--- config.mk ---
export PLATFORM = sky130hd
export DESIGN_NAME = logic_unit
export DESIGN_NICKNAME = d
export VERILOG_FILES = /design/src/rtl/logic_unit.sv
export SDC_FILE = /design/constraint.sdc
export NUM_CORES = 1
export LEC_CHECK = 0
export CAP_MARGIN = 20
export CORE_MARGIN = 2
export CORE_UTILIZATION = 32
export CTS_BUF_LIST = sky130_fd_sc_hd__clkbuf_8
export DETAILED_ROUTE_END_ITERATION = 10
export PLACE_DENSITY = 0.68
export SKIP_CTS_REPAIR_TIMING = 1
export SLEW_MARGIN = 20
export SYNTH_ARGS = -nofsm -noshare
export SYNTH_HDL_FRONTEND = slang
export SYNTH_SLANG_ARGS = --single-unit
--- constraint.sdc ---
create_clock -name clk -period 5.05 [get_ports clk]
set_input_delay 1.01 -clock clk [delete_from_list [all_inputs] [get_ports clk]]
set_output_delay 1.01 -clock clk [all_outputs]
set_load 0.005 [all_outputs]
--- src/rtl/logic_unit.sv ---
// logic_unit: registered bitwise logic unit with valid/ready flow control and a saturating all-ones counter.
// Optional build macro LOGIC_UNIT_XOR_EN enables ops 100 (XOR) and 101 (XNOR); otherwise they flag err.
module logic_unit #(
  parameter int WIDTH = 8,
  parameter int CNT_W = 16
) (
  input  logic             clk,
  input  logic             rst_n,
  input  logic             in_valid,
  output logic             in_ready,
  input  logic [WIDTH-1:0] a,
  input  logic [WIDTH-1:0] b,
  input  logic [2:0]       op,
  output logic             out_valid,
  input  logic             out_ready,
  output logic [WIDTH-1:0] y,
  output logic             err,
  input  logic             cnt_clr,
  output logic [CNT_W-1:0] ones_cnt
);

  localparam logic [WIDTH-1:0] ALL_ONES = {WIDTH{1'b1}};
  localparam logic [WIDTH-1:0] ALL_ZERO = {WIDTH{1'b0}};
  localparam logic [CNT_W-1:0] CNT_MAX  = {CNT_W{1'b1}};
  localparam logic [CNT_W-1:0] CNT_ZERO = {CNT_W{1'b0}};
  localparam logic [CNT_W-1:0] CNT_ONE  = {{(CNT_W-1){1'b0}}, 1'b1};

  typedef enum logic [2:0] {
    OP_NAND = 3'b000,
    OP_AND  = 3'b001,
    OP_OR   = 3'b010,
    OP_NOR  = 3'b011,
    OP_XOR  = 3'b100,
    OP_XNOR = 3'b101,
    OP_NOTA = 3'b110,
    OP_PASS = 3'b111
  } op_e;

  // Returns {err, result}; unsupported ops yield a zero result with err set.
  function automatic logic [WIDTH:0] compute(input logic [WIDTH-1:0] a_v,
                                             input logic [WIDTH-1:0] b_v,
                                             input logic [2:0]       op_v);
    logic [WIDTH-1:0] r;
    logic             e;
    r = ALL_ZERO;
    e = 1'b0;
    case (op_e'(op_v))
      OP_NAND: r = ~(a_v & b_v);
      OP_AND:  r = a_v & b_v;
      OP_OR:   r = a_v | b_v;
      OP_NOR:  r = ~(a_v | b_v);
`ifdef LOGIC_UNIT_XOR_EN
      OP_XOR:  r = a_v ^ b_v;
      OP_XNOR: r = ~(a_v ^ b_v);
`else
      OP_XOR:  begin r = ALL_ZERO; e = 1'b1; end
      OP_XNOR: begin r = ALL_ZERO; e = 1'b1; end
`endif
      OP_NOTA: r = ~a_v;
      OP_PASS: r = a_v;
      default: begin r = ALL_ZERO; e = 1'b1; end
    endcase
    return {e, r};
  endfunction

  logic [WIDTH-1:0] y_r;
  logic             err_r;
  logic             out_valid_r;
  logic [CNT_W-1:0] ones_cnt_r;
  logic             in_xfer_s;
  logic             out_xfer_s;
  logic             count_hit_s;
  logic [WIDTH:0]   result_s;

  assign in_ready    = !out_valid_r || out_ready;
  assign in_xfer_s   = in_valid && in_ready;
  assign out_xfer_s  = out_valid_r && out_ready;
  assign result_s    = compute(a, b, op);
  assign count_hit_s = out_xfer_s && (y_r == ALL_ONES) && !err_r;

  // Result register: load on input transfer, release on a lone output transfer.
  always_ff @(posedge clk or negedge rst_n) begin
    if (!rst_n) begin
      y_r         <= ALL_ZERO;
      err_r       <= 1'b0;
      out_valid_r <= 1'b0;
    end else if (in_xfer_s) begin
      y_r         <= result_s[WIDTH-1:0];
      err_r       <= result_s[WIDTH];
      out_valid_r <= 1'b1;
    end else if (out_xfer_s) begin
      out_valid_r <= 1'b0;
    end else begin
      out_valid_r <= out_valid_r;
    end
  end

  // All-ones counter: clear has priority over a qualifying consumption; saturates at max.
  always_ff @(posedge clk or negedge rst_n) begin
    if (!rst_n) begin
      ones_cnt_r <= CNT_ZERO;
    end else if (cnt_clr) begin
      ones_cnt_r <= CNT_ZERO;
    end else if (count_hit_s && (ones_cnt_r != CNT_MAX)) begin
      ones_cnt_r <= ones_cnt_r + CNT_ONE;
    end else begin
      ones_cnt_r <= ones_cnt_r;
    end
  end

  assign y         = y_r;
  assign err       = err_r;
  assign out_valid = out_valid_r;
  assign ones_cnt  = ones_cnt_r;

endmodule
Yosys cells after proc, flatten, opt, wreduce, memory -nomap -nowiden
Index checks and enable logic that the tools add are counted.

storage, ports and cells
  flip-flop bits (word level) = 26
  input port bits = 24
  output and inout bits = 27
  word-level logic and storage cells = 37

cells by class
  add/sub/neg operators = 1
  eq/ne operators = 9
  multiplexer cells = 6
  bitwise operators = 5
  reduce and logical (&&, ||, !) cells = 12

operators with widths
  kind                   number
  $pmux 8 s7             1
  $mux 16                2
  $not 8->8              3
  $add 16x1->16 const B  1
  $ne 16x16->1 const B   1
  $eq 3x3->1 const B     4
  $and 8x8->8            1
  $eq 8x8->1 const B     1
  $or 8x8->8             1
  $eq 3x2->1 const B     2
  $logic_and 1x1->1      5
  $reduce_bool 2->1      2
  $eq 3x1->1 const B     1
  $logic_not 3->1        1
  $mux 1                 3
  $logic_not 1->1        2
  $reduce_or 2->1        1
  $logic_or 1x1->1       1

Logic depth before layout (Yosys ltp)
  depth after elaboration = 6
  gate-level depth with buffers = 6
  depth with buffers taken out = 5

Worst setup path after synthesis
No wires, ideal clock.

  path type = input-to-reg
  start = in out_ready
  end = reg ones_cnt_r[11], in the netlist ones_cnt[11]
  library setup time = 125 ps
  data arrival time = 2250 ps
  required time = 4925 ps
  slack = 2676 ps
  stages on the path = 5
  path buffers = 1
  cells stage by stage = nand4_1 -> or4_4 -> buf_6 -> nor4_1 -> mux2_2

on the way
  word-level cells in the longest chain between the ends = 5

ends and longest elaborated chain
  item                                RTL line  source
  start, declared                     15        input logic out_ready,
  $logic_and 1x1->1                   77        assign out_xfer_s = out_valid_r && out_ready;
  $logic_and 1x1->1 (2 in series)     79        assign count_hit_s = out_xfer_s && (y_r == ALL_ONES) && !err_r;
  $logic_and 1x1->1                   104       end else if (count_hit_s && (ones_cnt_r != CNT_MAX)) begin
  $reduce_bool 2->1 (no source line)  -
  end signal, assigned                105       ones_cnt_r <= ones_cnt_r + CNT_ONE;
  end signal, assigned                107       ones_cnt_r <= ones_cnt_r;
  end, declared                       69        logic [CNT_W-1:0] ones_cnt_r;

Every way passes these cells.
A chain may end at the register's enable or synchronous reset.

Worst setup path in the final report
  start = in out_ready
  end = out in_ready

on the way
  word-level cells in the longest chain between the ends = 1

ends and longest elaborated chain
  item              RTL line  source
  $logic_or 1x1->1  75        assign in_ready = !out_valid_r || out_ready;
  end, declared     10        output logic in_ready,

Every way passes these cells.

==> qor.csv <==
metric;value;unit
drc;0;
clk_latency;0.27;ns
peakVddDrop;0.0943;mV
syn2layout_area_growth;33.2;%
regToRegStartpoint;ones_cnt[0]$_DFFE_PN0P_;
initial_core_util;33.2;%
cts_tree;done;
syn_inst;223;
synthSimpleGateAreaFrac;33.6;%
grt_first_pass_wirelength;7680;microns
worst-endpoint-required;4.04;ns
seq_area_frac_synth;35.6;%
synth_fa_ha_area_share;0.684;%
fmax;0.317;GHz
p_int;0.348;mW
finalWirelength;4520;microns
fp.dieH;79.6;microns
whs_path_depth;1;
antennaDiodeCount;0;
synth_nets;248;
setup_viol;0;
layout_common_cells;50 x clkdlybuf4s50_1, 26 x dfrtp_1, 19 x o21ai_0;
gr-usage-met2;24.8;%
first_pass_iters;4;
worstSetupPathType;in2out;
postRouteAntennaNets;0;
crit_chain;clkdlybuf4s50_1 > nand2b_1 > clkdlybuf4s50_1;
synth-edff-count;0;
rows;27;
nNetsFinal;292;
cp-start-kind;input pin;
grt_pass1_vias;1698;
clkPwrFrac;28.7;%
critPathSlowestCell;clkdlybuf4s50_1;
p_comb_share;21.9;%
pre_cts_ws;1.89;ns
gr-usage-met1;20.0;%
hold_end;ones_cnt[14]$_DFFE_PN0P_;
path_clk_slew;0.09;ns
period_share;62.6;%
synthXorXnorAreaFrac;0;%
worst_slack;1.89;ns
r2r_cells;5;
drive_gt1_share;6.39;%
min_period;3.16;ns
final.setup.tns;0;ns
max-cap-violations;0;
core_area;5510;sq um
worstHoldStart;ones_cnt[14]$_DFFE_PN0P_;
rrSetupSlack;2.93;ns
hpwl;3280;microns
cts_buffers;3;
fin_util;44.2;%
worst_pin_slew;0.912;ns
synthArstFlopShare;100;%
synth_area;1830;sq um
avgViaCountPerCell;5.52;
slew_headroom;39.0;%
end_kind;output port;
clkSinkCount;26;
cts_max_level;1;
drv_slew;0;
critPathMaxFanout;3;
final_common_cell;clkdlybuf4s50_1;
cts.path.max_buffers;2;
grt_overflow;0;
grt_max_degree;35;
yosys-mux-area-fraction;3.08;%
synth_compound_area_share;22.4;%
ys.flop_type;dfrtp_1;
wl_per_cell;13.4;microns
hp-class;reg2reg;
avgSynthCellArea;8.20;sq um
arrival;2.15;ns
ys_seq_elements;26;
crit_top_cell;clkdlybuf4s50_1;
drt_iter0_markers;75;
port_buffers;50;
ys_warn_count;0;
status;finished, final reports clean;
skew;0.00367;ns
synth_top_family_by_area;simple AND/OR/NAND/NOR gates;
busiest_layer;met2;
dieArea;6340;sq um
netSwitchingFraction;26.3;%
die_x;79.6;microns
cts-root-buf;clkbuf_8;
antenna_found_initial;0;
total_leakage_power;0.905;nW
hold_violations;0;
globalRouteMet3Util;2.26;%
p_switching;0.124;mW
gp_congestion;0.809;
yosysUniqueCellTypes;43;
reg2reg_to;ones_cnt[8]$_DFFE_PN0P_;
pwr-share-seq;49.4;%
vias;1867;
grtUsageTotal;15.0;%
grt_setup_unrepaired;no;
ios;51;
power_density;194;nW/um^2
max_stage_delay;0.51;ns
## logic make-up (layout without fill, tap and decap cells)
| family | Yosys count | count (layout) |
|---|---|---|
| flip-flops | 26 | 26 |
| adder cells (fa/ha/maj) | 1 | 1 |
| multiplexers | 5 | 5 |
| buffers and inverters | 20 | 63 |
| AO/OA/AOI/OAI | 67 | 67 |
| AND/OR/NAND/NOR | 104 | 104 |
## worst max-delay path by stage
stage                                           to  slack (ns)  depth (start not counted)  startpoint
after floorplan           ones_cnt[11]$_DFFE_PN0P_        2.68                          5   out_ready
after global placement                    in_ready        1.91                          3   out_ready
after detailed placement                  in_ready        1.89                          3   out_ready
after CTS                                 in_ready        1.89                          3   out_ready
after global routing                      in_ready        1.83                          3   out_ready
final                                     in_ready        1.89                          3   out_ready
## power by group through the flow
| stage | sequential [mW] | combinational (mW) | clock (mW) |
|---|---|---|---|
| floorplan | 0.234 | 0.0442 | 0 |
| global placement | 0.237 | 0.103 | 0 |
| detailed placement | 0.238 | 0.104 | 0 |
| CTS | 0.234 | 0.105 | 0.140 |
| global route | 0.236 | 0.115 | 0.149 |
| finish | 0.233 | 0.103 | 0.135 |
## worst max-delay path, delay by kind of cell
family	cells	cell delay (ns)
buffers and inverters	2	0.99
AND/OR/NAND/NOR	1	0.15
## layer usage
metal / vias up / share of wire, %
met1: 858 / 47
met3: 11 / 5.0
met2: 63 / 45
li1: 935 / -
met4: 0 / 2.1
met5: - / 0
## flip-flops by register name, summed over array words and instances, names as in the netlist
register,count
err,1
y,8
out_valid,1
ones_cnt,16
## area by class of cell
cell class | instances | area, sq um
sequential | 26 | 651
tap | 72 | 90.1
timing repair buffer | 51 | 508
multi-input combinational | 177 | 1100
inverter | 8 | 30.0
fill | 540 | 3070
clock buffer | 4 | 55.1
## cells in the mapped netlist (all sizes together) (3+ instances only)
cell / instances / share of area [%]
dfrtp: 26 / 36
and2: 9 / 3.1
nor4: 5 / 2.1
a31oi: 8 / 2.7
nand4: 7 / 2.4
mux2: 5 / 3.1
nand3: 8 / 2.5
clkbuf: 8 / 1.6
or4: 7 / 3.1
inv: 8 / 1.6
nor2: 17 / 3.5
o31ai: 6 / 2.5
o21ai: 19 / 5.2
or3: 6 / 2.1
o21a: 4 / 1.6
buf: 4 / 1.4
nor3: 14 / 3.8
and4: 3 / 1.4
and3: 8 / 2.7
a21oi: 18 / 4.9
nand2: 6 / 1.2
a21o: 4 / 1.6
nor2b: 5 / 1.7
## per-stage QoR
| stage | total power [mW] | instances | area [sq um] | hold slack, ns |
|---|---|---|---|---|
| floorplan | 0.279 | 223 | 1830 | 0.522 |
| global placement | 0.340 | 334 | 2370 | 0.540 |
| detailed placement | 0.342 | 334 | 2370 | 0.551 |
| CTS | 0.479 | 338 | 2430 | 0.566 |
| global route | 0.500 | 338 | 2440 | 0.603 |
| finish | 0.472 | 338 | 2440 | 0.554 |
(Power assumes the default switching activity.)
